==> src/rtl/conv_mac_pkg.sv <==
// conv_mac_pkg: FSM encoding and pipeline constants shared by conv_mac_unit.
// Macro CONV_MAC_REQUANT_EN: adds the requant register stage, so the flush takes one more cycle.
package conv_mac_pkg;
    typedef enum logic [1:0] {
        S_IDLE  = 2'd0,
        S_ACCUM = 2'd1,
        S_FLUSH = 2'd2,
        S_OUT   = 2'd3
    } state_t;
`ifdef CONV_MAC_REQUANT_EN
    localparam int PIPE_DEPTH = 3;
`else
    localparam int PIPE_DEPTH = 2;
`endif
    // Flush counter value on which the output register loads.
    localparam logic [1:0] FLUSH_LAST = 2'(PIPE_DEPTH - 1);
    localparam int SHIFT_W = 5;
endpackage

==> src/rtl/conv_mac_unit_if.sv <==
// conv_mac_unit_if: config, input-beat and output handshake bundle for conv_mac_unit.
// master = producer/consumer side (drives beats, config, clear, out_ready);
// slave  = the MAC engine (drives in_ready, dout, out_valid, busy).
interface conv_mac_unit_if #(
    parameter int LANES                 = 16,
    parameter int WEIGHT_PRECISION      = 8,
    parameter int FEATURE_MAP_PRECISION = 8,
    parameter int BIAS_PRECISION        = 32,
    parameter int ACC_PRECISION         = 32,
    parameter int BEAT_W                = 8
);
    logic                                   clear;
    logic [BEAT_W-1:0]                      cfg_beats;
    logic                                   cfg_bias_en;
    logic [4:0]                             cfg_shift;
    logic                                   cfg_relu;
    logic [LANES-1:0]                       lane_mask;
    logic [WEIGHT_PRECISION*LANES-1:0]      din_weight;
    logic [FEATURE_MAP_PRECISION*LANES-1:0] din_fm;
    logic [BIAS_PRECISION-1:0]              din_bias;
    logic                                   in_valid;
    logic                                   in_ready;
    logic [ACC_PRECISION-1:0]               dout;
    logic                                   out_valid;
    logic                                   out_ready;
    logic                                   busy;

    modport master (
        output clear, cfg_beats, cfg_bias_en, cfg_shift, cfg_relu, lane_mask,
               din_weight, din_fm, din_bias, in_valid, out_ready,
        input  in_ready, dout, out_valid, busy
    );
    modport slave (
        input  clear, cfg_beats, cfg_bias_en, cfg_shift, cfg_relu, lane_mask,
               din_weight, din_fm, din_bias, in_valid, out_ready,
        output in_ready, dout, out_valid, busy
    );
endinterface

==> src/rtl/conv_mac_adder_tree.sv <==
// conv_mac_adder_tree: combinational log2(LANES)-level reduction of LANES products, wrapping at ACC_W.
// Ports: i_prod = LANES packed ACC_W-bit products (lane p at [p*ACC_W +: ACC_W]); o_sum = wrapped sum.
module conv_mac_adder_tree #(
    parameter int LANES = 16,
    parameter int ACC_W = 32
) (
    input  logic [LANES*ACC_W-1:0] i_prod,
    output logic [ACC_W-1:0]       o_sum
);
    logic [ACC_W-1:0] w_node [LANES];

    // Each level folds pairs in place; node i reads 2i/2i+1, which are never overwritten earlier in the level.
    always_comb begin
        for (int i = 0; i < LANES; i++) w_node[i] = i_prod[i*ACC_W +: ACC_W];
        for (int s = LANES / 2; s > 0; s = s / 2)
            for (int i = 0; i < s; i++) w_node[i] = w_node[2*i] + w_node[2*i+1];
        o_sum = w_node[0];
    end
endmodule

==> src/rtl/conv_mac_unit.sv <==
// conv_mac_unit: multi-beat LANES-wide multiply-accumulate with bias, optional requant and valid/ready on both sides.
// Ports: clk, rst_n (async active-low); bus (conv_mac_unit_if.slave) carries clear, cfg_*, lane_mask,
//        din_weight/din_fm/din_bias with in_valid/in_ready, and dout/out_valid/out_ready plus busy.
// Macro CONV_MAC_REQUANT_EN: round/shift/ReLU/saturate stage after accumulation (+1 cycle latency).
module conv_mac_unit import conv_mac_pkg::*; #(
    parameter int LANES                 = 16,
    parameter int WEIGHT_PRECISION      = 8,
    parameter int FEATURE_MAP_PRECISION = 8,
    parameter int BIAS_PRECISION        = 32,
    parameter int ACC_PRECISION         = 32,
    parameter int OUT_PRECISION         = 8,
    parameter int BEAT_W                = 8
) (
    input logic            clk,
    input logic            rst_n,
    conv_mac_unit_if.slave bus
);
    localparam int W  = WEIGHT_PRECISION;
    localparam int F  = FEATURE_MAP_PRECISION;
    localparam int A  = ACC_PRECISION;
    localparam int PW = W + F;

    state_t                 r_state, w_next;
    logic [BEAT_W-1:0]      r_beats, r_cnt;
    logic                   r_bias_en;
    logic [BIAS_PRECISION-1:0] r_bias;
    logic [LANES-1:0]       r_mask_cfg, r_mask;
    logic [W*LANES-1:0]     r_w;
    logic [F*LANES-1:0]     r_fm;
    logic                   r_s1_valid, r_s1_last;
    logic [A-1:0]           r_acc, r_dout;
    logic [1:0]             r_flush;
    logic [LANES*A-1:0]     w_prod;
    logic [A-1:0]           w_sum, w_bias, w_res;
    logic [BEAT_W-1:0]      w_beats_in;
    logic                   w_first, w_accept, w_last;

    assign w_first    = r_state == S_IDLE;
    assign w_beats_in = bus.cfg_beats == '0 ? BEAT_W'(1) : bus.cfg_beats;
    assign w_accept   = bus.in_valid && bus.in_ready && !bus.clear;
    // The first beat is compared against the live config, later beats against the latched group length.
    assign w_last     = w_first ? w_beats_in == BEAT_W'(1) : r_cnt + BEAT_W'(1) == r_beats;

    assign bus.in_ready  = r_state == S_IDLE || r_state == S_ACCUM;
    assign bus.out_valid = r_state == S_OUT;
    assign bus.busy      = r_state != S_IDLE;
    assign bus.dout      = r_dout;

    genvar p;
    generate
        for (p = 0; p < LANES; p++) begin : g_lane
            logic signed [PW-1:0] w_mul;
            assign w_mul = $signed({{F{r_w[(p+1)*W-1]}}, r_w[(p+1)*W-1 -: W]})
                         * $signed({{W{r_fm[(p+1)*F-1]}}, r_fm[(p+1)*F-1 -: F]});
            assign w_prod[(p+1)*A-1 -: A] = r_mask[p] ? {{(A-PW){w_mul[PW-1]}}, w_mul} : '0;
        end
        if (BIAS_PRECISION >= A) begin : g_bias_trunc
            assign w_bias = r_bias[A-1:0];
        end else begin : g_bias_ext
            assign w_bias = {{(A-BIAS_PRECISION){r_bias[BIAS_PRECISION-1]}}, r_bias};
        end
    endgenerate

    conv_mac_adder_tree #(.LANES(LANES), .ACC_W(A)) u_tree (
        .i_prod (w_prod),
        .o_sum  (w_sum)
    );

`ifdef CONV_MAC_REQUANT_EN
    localparam logic signed [A-1:0] SAT_MAX = A'((64'sd1 <<< (OUT_PRECISION - 1)) - 64'sd1);
    localparam logic signed [A-1:0] SAT_MIN = ~SAT_MAX;
    logic [SHIFT_W-1:0]     r_shift;
    logic                   r_relu;
    logic [A-1:0]           r_rq;
    logic signed [A-1:0]    w_rnd, w_shr, w_relu, w_sat;

    // Round half up: bias by half an LSB of the shifted result before the arithmetic shift.
    assign w_rnd  = r_shift == '0 ? '0 : A'(1) << (r_shift - SHIFT_W'(1));
    assign w_shr  = ($signed(r_acc) + w_rnd) >>> r_shift;
    assign w_relu = r_relu && w_shr[A-1] ? '0 : w_shr;
    assign w_sat  = w_relu > SAT_MAX ? SAT_MAX : w_relu < SAT_MIN ? SAT_MIN : w_relu;
    assign w_res  = r_rq;

    always_ff @(posedge clk or negedge rst_n) begin
        if (!rst_n) begin
            r_shift <= '0;
            r_relu  <= 1'b0;
            r_rq    <= '0;
        end else if (bus.clear) begin
            r_rq    <= '0;
        end else begin
            r_rq    <= w_sat;
            if (w_accept && w_first) begin
                r_shift <= bus.cfg_shift;
                r_relu  <= bus.cfg_relu;
            end
        end
    end
`else
    assign w_res = r_acc;
`endif

    always_comb begin
        w_next = r_state;
        unique case (r_state)
            S_IDLE:  if (w_accept) w_next = w_last ? S_FLUSH : S_ACCUM;
            S_ACCUM: if (w_accept && w_last) w_next = S_FLUSH;
            S_FLUSH: if (r_flush == FLUSH_LAST) w_next = S_OUT;
            S_OUT:   if (bus.out_ready) w_next = S_IDLE;
            default: w_next = S_IDLE;
        endcase
        if (bus.clear) w_next = S_IDLE;
    end

    always_ff @(posedge clk or negedge rst_n) begin
        if (!rst_n) begin
            r_state    <= S_IDLE;
            r_beats    <= '0;
            r_cnt      <= '0;
            r_bias_en  <= 1'b0;
            r_bias     <= '0;
            r_mask_cfg <= '0;
            r_mask     <= '0;
            r_w        <= '0;
            r_fm       <= '0;
            r_s1_valid <= 1'b0;
            r_s1_last  <= 1'b0;
            r_acc      <= '0;
            r_dout     <= '0;
            r_flush    <= '0;
        end else if (bus.clear) begin
            r_state    <= S_IDLE;
            r_cnt      <= '0;
            r_s1_valid <= 1'b0;
            r_s1_last  <= 1'b0;
            r_acc      <= '0;
            r_flush    <= '0;
        end else begin
            r_state    <= w_next;
            r_s1_valid <= w_accept;
            r_s1_last  <= w_accept && w_last;
            r_flush    <= r_state == S_FLUSH ? r_flush + 2'd1 : 2'd0;
            if (w_accept) begin
                r_w    <= bus.din_weight;
                r_fm   <= bus.din_fm;
                r_mask <= w_first ? bus.lane_mask : r_mask_cfg;
                r_cnt  <= w_first ? BEAT_W'(1) : r_cnt + BEAT_W'(1);
            end
            if (w_accept && w_first) begin
                r_beats    <= w_beats_in;
                r_bias_en  <= bus.cfg_bias_en;
                r_bias     <= bus.din_bias;
                r_mask_cfg <= bus.lane_mask;
            end
            // Bias rides with the group's last beat so it is added exactly once.
            if (r_state == S_OUT && bus.out_ready) begin
                r_acc <= '0;
                r_cnt <= '0;
            end else if (r_s1_valid) begin
                r_acc <= r_acc + w_sum + (r_s1_last && r_bias_en ? w_bias : '0);
            end
            if (r_state == S_FLUSH && r_flush == FLUSH_LAST) r_dout <= w_res;
        end
    end
endmodule

==> src/flat_wrapper.sv <==
// flat-port wrapper written by rule: the top's interface ports become plain ports
module conv_mac_unit_flat import conv_mac_pkg::*;
#(
    parameter int LANES                 = 16,
    parameter int WEIGHT_PRECISION      = 8,
    parameter int FEATURE_MAP_PRECISION = 8,
    parameter int BIAS_PRECISION        = 32,
    parameter int ACC_PRECISION         = 32,
    parameter int OUT_PRECISION         = 8,
    parameter int BEAT_W                = 8
)
  (clk, rst_n, bus_clear, bus_cfg_beats, bus_cfg_bias_en, bus_cfg_shift, bus_cfg_relu, bus_lane_mask, bus_din_weight, bus_din_fm, bus_din_bias, bus_in_valid, bus_out_ready, bus_in_ready, bus_dout, bus_out_valid, bus_busy);
  conv_mac_unit_if #(.LANES(LANES), .WEIGHT_PRECISION(WEIGHT_PRECISION), .FEATURE_MAP_PRECISION(FEATURE_MAP_PRECISION), .BIAS_PRECISION(BIAS_PRECISION), .ACC_PRECISION(ACC_PRECISION), .BEAT_W(BEAT_W)) bus_i ();
  input logic clk;
  input logic rst_n;
  input wire logic [$bits(bus_i.clear)-1:0] bus_clear;
  input wire logic [$bits(bus_i.cfg_beats)-1:0] bus_cfg_beats;
  input wire logic [$bits(bus_i.cfg_bias_en)-1:0] bus_cfg_bias_en;
  input wire logic [$bits(bus_i.cfg_shift)-1:0] bus_cfg_shift;
  input wire logic [$bits(bus_i.cfg_relu)-1:0] bus_cfg_relu;
  input wire logic [$bits(bus_i.lane_mask)-1:0] bus_lane_mask;
  input wire logic [$bits(bus_i.din_weight)-1:0] bus_din_weight;
  input wire logic [$bits(bus_i.din_fm)-1:0] bus_din_fm;
  input wire logic [$bits(bus_i.din_bias)-1:0] bus_din_bias;
  input wire logic [$bits(bus_i.in_valid)-1:0] bus_in_valid;
  input wire logic [$bits(bus_i.out_ready)-1:0] bus_out_ready;
  output wire logic [$bits(bus_i.in_ready)-1:0] bus_in_ready;
  output wire logic [$bits(bus_i.dout)-1:0] bus_dout;
  output wire logic [$bits(bus_i.out_valid)-1:0] bus_out_valid;
  output wire logic [$bits(bus_i.busy)-1:0] bus_busy;
  assign bus_i.clear = bus_clear;
  assign bus_i.cfg_beats = bus_cfg_beats;
  assign bus_i.cfg_bias_en = bus_cfg_bias_en;
  assign bus_i.cfg_shift = bus_cfg_shift;
  assign bus_i.cfg_relu = bus_cfg_relu;
  assign bus_i.lane_mask = bus_lane_mask;
  assign bus_i.din_weight = bus_din_weight;
  assign bus_i.din_fm = bus_din_fm;
  assign bus_i.din_bias = bus_din_bias;
  assign bus_i.in_valid = bus_in_valid;
  assign bus_i.out_ready = bus_out_ready;
  assign bus_in_ready = bus_i.in_ready;
  assign bus_dout = bus_i.dout;
  assign bus_out_valid = bus_i.out_valid;
  assign bus_busy = bus_i.busy;
  conv_mac_unit #(.LANES(LANES), .WEIGHT_PRECISION(WEIGHT_PRECISION), .FEATURE_MAP_PRECISION(FEATURE_MAP_PRECISION), .BIAS_PRECISION(BIAS_PRECISION), .ACC_PRECISION(ACC_PRECISION), .OUT_PRECISION(OUT_PRECISION), .BEAT_W(BEAT_W)) u_core (.clk(clk), .rst_n(rst_n), .bus(bus_i));
endmodule
==> config.mk <==
export PLATFORM = sky130hd
export DESIGN_NAME = conv_mac_unit_flat
export DESIGN_NICKNAME = d
export VERILOG_FILES = /design/src/rtl/conv_mac_pkg.sv /design/src/rtl/conv_mac_unit_if.sv /design/src/rtl/conv_mac_adder_tree.sv /design/src/rtl/conv_mac_unit.sv /design/src/flat_wrapper.sv
export SDC_FILE = /design/constraint.sdc
export NUM_CORES = 2
export LEC_CHECK = 0
export CORE_ASPECT_RATIO = 1.5
export CORE_MARGIN = 8
export CORE_UTILIZATION = 55
export CTS_CLUSTER_DIAMETER = 200
export DETAILED_ROUTE_END_ITERATION = 10
export PLACE_DENSITY_LB_ADDON = 0.08
export SLEW_MARGIN = 20
export SYNTH_ARGS = -nofsm -noshare
export SYNTH_HDL_FRONTEND = slang
export SYNTH_SLANG_ARGS = --single-unit
export TNS_END_PERCENT = 100
==> constraint.sdc <==
create_clock -name clk -period 13.2 [get_ports clk]
set_input_delay 2.64 -clock clk [delete_from_list [all_inputs] [get_ports clk]]
set_output_delay 2.64 -clock clk [all_outputs]
set_load 0.02 [all_outputs]
# Word level (Yosys, flattened, before mapping)

Index checks and enable logic that the tools add are counted.

Register bits: 407
Word-level logic and storage cells: 116
Output and inout bits: 35

Multiplexer cells: 38
Bitwise gates (word level): 1
Equality and inequality tests: 10
Reductions and logical operators: 18
$add $sub $neg: 19
$mul: 16

Operator list:

| operator                                                              | count |
|---|---|
| 32-bit 2-to-1 mux                                                     | 20 |
| 32-bit adder                                                          | 17 |
| 8-bit by 8-bit multiplier with 16-bit output                          | 16 |
| 8-bit 2-to-1 mux                                                      | 5 |
| 16-bit 2-to-1 mux                                                     | 1 |
| 2-bit 2-to-1 mux                                                      | 8 |
| 3-bit != test, second input constant                                  | 3 |
| 8-bit by 1-bit adder with 8-bit output, second input constant         | 1 |
| 8-bit by 1-bit equality test with 1-bit output, second input constant | 1 |
| 8-bit equality test                                                   | 1 |
| 8-bit zero test                                                       | 1 |
| 2-bit one-hot mux with 4 select lines                                 | 1 |
| 1-bit logical AND                                                     | 7 |
| 2-bit AND reduction                                                   | 3 |
| 3-bit nonzero test                                                    | 2 |
| 2-bit by 1-bit equality test with 1-bit output, second input constant | 2 |
| 2-bit equality test, second input constant                            | 2 |
| 4-bit AND reduction                                                   | 1 |
| 1-bit 2-to-1 mux                                                      | 3 |
| 3-bit by 2-bit != test with 1-bit output, second input constant       | 1 |
| 2-bit by 1-bit adder with 2-bit output, second input constant         | 1 |
| 2-bit zero test                                                       | 1 |
| 2-bit nonzero test                                                    | 1 |
| 1-bit zero test                                                       | 1 |
| 2 further kinds                                                       | 2 |

# Logic depth before layout (Yosys ltp)

Depth after elaboration: 11
Gate-level depth with buffers: 42

# Hierarchy

A second synthesis with hierarchy kept.

Cells, all modules: 8060
Area, all modules: 72336.9 µm²

By module, submodules not included:

| module              | cells each | area an instance (µm²) | instances | seq. area each (µm²) |
|---|---|---|---|---|
| conv_mac_unit       | 6695       | 59363.2                | 1         | 10184.8 |
| conv_mac_adder_tree | 1365       | 12973.7                | 1         | 0.0 |

# Least setup slack after synthesis

No wires, ideal clock.

Path type: register to register
Start point: register u_core.r_fm[113]
End point: register u_core.r_acc[28]
Required time: 13.106 ns
Period minus slack after synthesis: 9.890 ns
Slack: 3.310 ns
Stages on the path, launching flop included: 37
Data arrival time: 9.796 ns
Path buffers: 1
Cells stage by stage: dfrtp_1 > and2_1 > fa_1 > inv_1 > fa_1 > inv_1 > fa_1 > inv_1 > fa_1 > inv_1 > ha_1 > nor2b_1 > o21a_1 > o41ai_1 > o21a_1 > o21ai_0 > xnor2_1 > and2_1 > fa_1 > inv_1 > fa_1 > fa_1 > fa_1 > xor2_1 > buf_1 > xnor2_1 > fa_1 > inv_1 > ha_1 > a2111oi_0 > a32oi_1 > a31oi_1 > o21ai_0 > or3_1 > o21ai_0 > xor2_1 > a211oi_1

Word-level cells in the longest chain between the ends: 11

RTL lines:

| item                                         | line                      | text |
|---|---|---|
| start, declared                              | conv_mac_unit.sv:29       | `logic [F*LANES-1:0] r_fm;` |
| start signal, assigned                       | conv_mac_unit.sv:145      | `r_fm <= bus.din_fm;` |
| 8-bit by 8-bit multiplier with 16-bit output | conv_mac_unit.sv:54       | `* $signed({{W{r_fm[(p+1)*F-1]}}, r_fm[(p+1)*F-1 -: F]});` |
| 32-bit 2-to-1 mux                            | conv_mac_unit.sv:55       | `assign w_prod[(p+1)*A-1 -: A] = r_mask[p] ? {{(A-PW){w_mul[PW-1]}}, w_mul} : '0;` |
| 32-bit adder (4 in a row)                    | conv_mac_adder_tree.sv:16 | `for (int i = 0; i < s; i++) w_node[i] = w_node[2*i] + w_node[2*i+1];` |
| 32-bit adder (2 in a row)                    | conv_mac_unit.sv:160      | `r_acc <= r_acc + w_sum + (r_s1_last && r_bias_en ? w_bias : '0);` |
| 32-bit 2-to-1 mux                            | conv_mac_unit.sv:159      | `end else if (r_s1_valid) begin` |
| 32-bit 2-to-1 mux                            | conv_mac_unit.sv:156      | `if (r_state == S_OUT && bus.out_ready) begin` |
| 32-bit 2-to-1 mux                            | conv_mac_unit.sv:131      | `end else if (bus.clear) begin` |
| end signal, assigned                         | conv_mac_unit.sv:160      |  |
| end, declared                                | conv_mac_unit.sv:31       | `logic [A-1:0] r_acc, r_dout;` |

Every way passes these cells. The select of a mux whose other input is x is not followed.
A chain may end at the register's enable or synchronous reset.

# Final worst setup path

Start point: register u_core.r_fm[80]
End point: register u_core.r_acc[28]

Same word-level chain as after synthesis.

==> results.md <==
- Run status: complete, no violations
- Critical Path AT: 11.71 ns
- H-tree Lvls: 2
- Area of the multi-input gates: 48100 µm²
- Worst Path Max Fanout: 12
- CTS root buf: clkbuf_16
- Max clock buf depth: 3
- Worst skew pair latency: 0.66 ns
- 1st-pass router iterations: 5
- Cells after Synth: 7113
- Synth async-reset ratio: 100%
- Worst hold path type: register to register
- Grt total ovfl: 0
- Ys flop type: dfrtp_1
- Setup Viol. Count Final: 0
- Vias per std cell: 5.12
- Worst hold slack: 0.437 ns
- Worst path max stage delay: 0.76 ns
- Wire per inst: 17.8 µm
- Synthesized Nets: 9142
- Routed wl met2: 84500 µm
- Top-area cell type share of the netlist area: 37.1%
- Critical path type: register to register
- Synth top area cells: fa_1 37%, dfrtp_1 16%, ha_1 9.9%, inv_1 8.7%, nand2_1 8.3%
- Final hold vios: 0
- Vias: 45.9k
- DR iter-0 viols: 1809
- Hpwl dp: 135000 µm
- Total track usage: 26.1%
- First-pass GRT wire length: 268000 µm
- Warning count from the yosys run: 0
- Die W: 296 µm
- Max-slew violation count: 0
- Setup TNS Final: 0 ns
- Layout cells sized above 1: 1.82%
- Crit path top cell by count: fa_1
- Area grow syn2layout: 10.5%
- Synth unique cells: 72
- Cts bufs inserted: 48
- Startpoint types: register
- Yosys reg bits: 407
- Core Area: 117000 µm²
- Number of synthesized flops with an enable pin: 0
- Initial antenna violation count: 5
- CTS resizes: 0
- WP data required: 13.76 ns
- Most common cell in the netlist: inv_1
- Crit-path slowest cell: fa_1
- Worst setup EP type: register
- Hold bufs inserted after CTS: 0
- Relative slew slack: 26.4%
- Port bufs: 352
- Top post-synthesis cells by count: 1497 x inv_1, 1435 x nand2_1, 1196 x fa_1, 704 x and2_1, 509 x ha_1
- Drt total wl: 159000 µm
- Highest metal used: met5
- Largest net degree at the start of global routing: 142
- Fmax: 89.6 MHz
- Max_cap viols: 0
- CTS Sinks: 407
- Metal-1 WL: 61000 µm
- DRC: 0
- Vias in the first global route: 51.2k
- Syn Std Cell Area: 64500 µm²
- CTS tree: built
- Met3 WL post-DR: 5940 µm
- Sequential area share after synthesis: 15.8%
- Post-CTS Setup Inserts: 0
- Util after Layout: 61.0%
- Sequential cell area: 10200 µm²
- Tcrit/Tclk final: 84.5%
- Final ANT Viol Nets: 0
- Min Tclk post-route: 11.16 ns
- Cell taking the most area after synthesis: fa_1
- Worst slew pin tran: 1.10 ns
- Nets: 9391
- RSZ-0062 raised after global routing: no
- Fill cell count: 10.3k
- Die H: 436 µm
- Routability cong.: 0.885
- Die area: 129000 µm²
- # IOs: 359
- Clock transition at path regs: 0.06 ns
- Synthesized area per cell: 9.07 µm²
- Row cnt: 154
- Starting Density: 55.2%
- Layout Skew: 0.0355 ns
==> area by class of cell <==
cell class,count,area share (%)
multi-input combinational,5035,67.5
clock inverter,24,0.490
clock buffer,65,1.91
sequential,407,14.3
antenna,3,0.0105
inverter,1499,7.90
timing repair buffer,371,5.20
tap,1560,2.74
==> sequential cells by signal, summed over array words and instances (netlist names), 16 cells and up <==
signal             cells
u_core.bus.dout       32
u_core.r_bias         32
u_core.r_fm          128
u_core.r_acc          32
u_core.r_w           128
u_core.r_mask         16
u_core.r_mask_cfg     16
==> cell families (layout without fill, tap and decap cells) <==
| family | Yosys count | count (layout) | share of synthesized area [%] |
|---|---|---|---|
| mux | 30 | 30 | 0.481 |
| fa+ha+maj | 1705 | 1705 | 47.0 |
| xor+xnor | 329 | 329 | 4.48 |
| buf+inv | 1671 | 1959 | 9.73 |
| simple gates | 2491 | 2491 | 17.9 |
| flops | 407 | 407 | 15.8 |
| compound gates | 480 | 480 | 4.62 |
| other cells | 0 | 3 | 0 |
==> layout by cell type (no fill, tap or decap), types with 48 or more instances in the layout <==
cell             Yosys  routed
a21oi_1            168     168
xor2_1              64      64
xnor2_1            264     264
nand2_1           1435    1433
inv_1             1497    1497
a21o_1              56      56
nor2_1             140     140
ha_1               509     509
fa_1              1196    1196
and2_1             704     704
clkdlybuf4s50_1      0     351
clkbuf_16            0      48
nand2b_1            91      91
dfrtp_1            407     407
o21ai_0            132     132
==> metal layers <==
metal | vias up | track usage, %
met2 | 898 | 47.4
li1 | 21500 | -
met1 | 23200 | 31.0
met3 | 307 | 2.67
met5 | - | 0
met4 | 4 | 11.1
==> critical path: cells and delay by family, from the launching register on <==
family	cells	cell delay (ns)
compound gates	11	2.54
xor+xnor	2	0.52
fa+ha+maj	12	6.25
buf+inv	6	0.37
flops	1	0.50
simple gates	4	0.87
==> path summary, 6_finish.rpt <==
path | startpoint | to | slack, ns | cells past startpoint
worst min-delay path | u_core.r_flush[0] | u_core.r_flush[0] | 0.44 | 1
worst min register to register | u_core.r_flush[0] | u_core.r_flush[0] | 0.44 | 1
worst max-delay path | u_core.r_fm[80] | u_core.r_acc[28] | 2.04 | 35
min in group asynchronous | rst_n | u_core.r_w[22] | 1.95 | 1
worst max register to register | u_core.r_fm[80] | u_core.r_acc[28] | 2.04 | 35
max in group asynchronous | rst_n | u_core.r_acc[25] | 9.40 | 3
==> per-stage QoR <==
step	instances	cell area, µm²	worst slack [ns]
2_1_floorplan	7113	64500	3.31
3_3_place_gp	8871	69500	2.17
3_5_place_dp	8871	69500	2.09
4_1_cts	8960	71200	2.03
5_1_grt	8963	71300	1.40
6_report	8964	71300	2.04
Power is not shown: default switching activity piles up to over one toggle a cycle in this logic, so the estimate is an artifact.
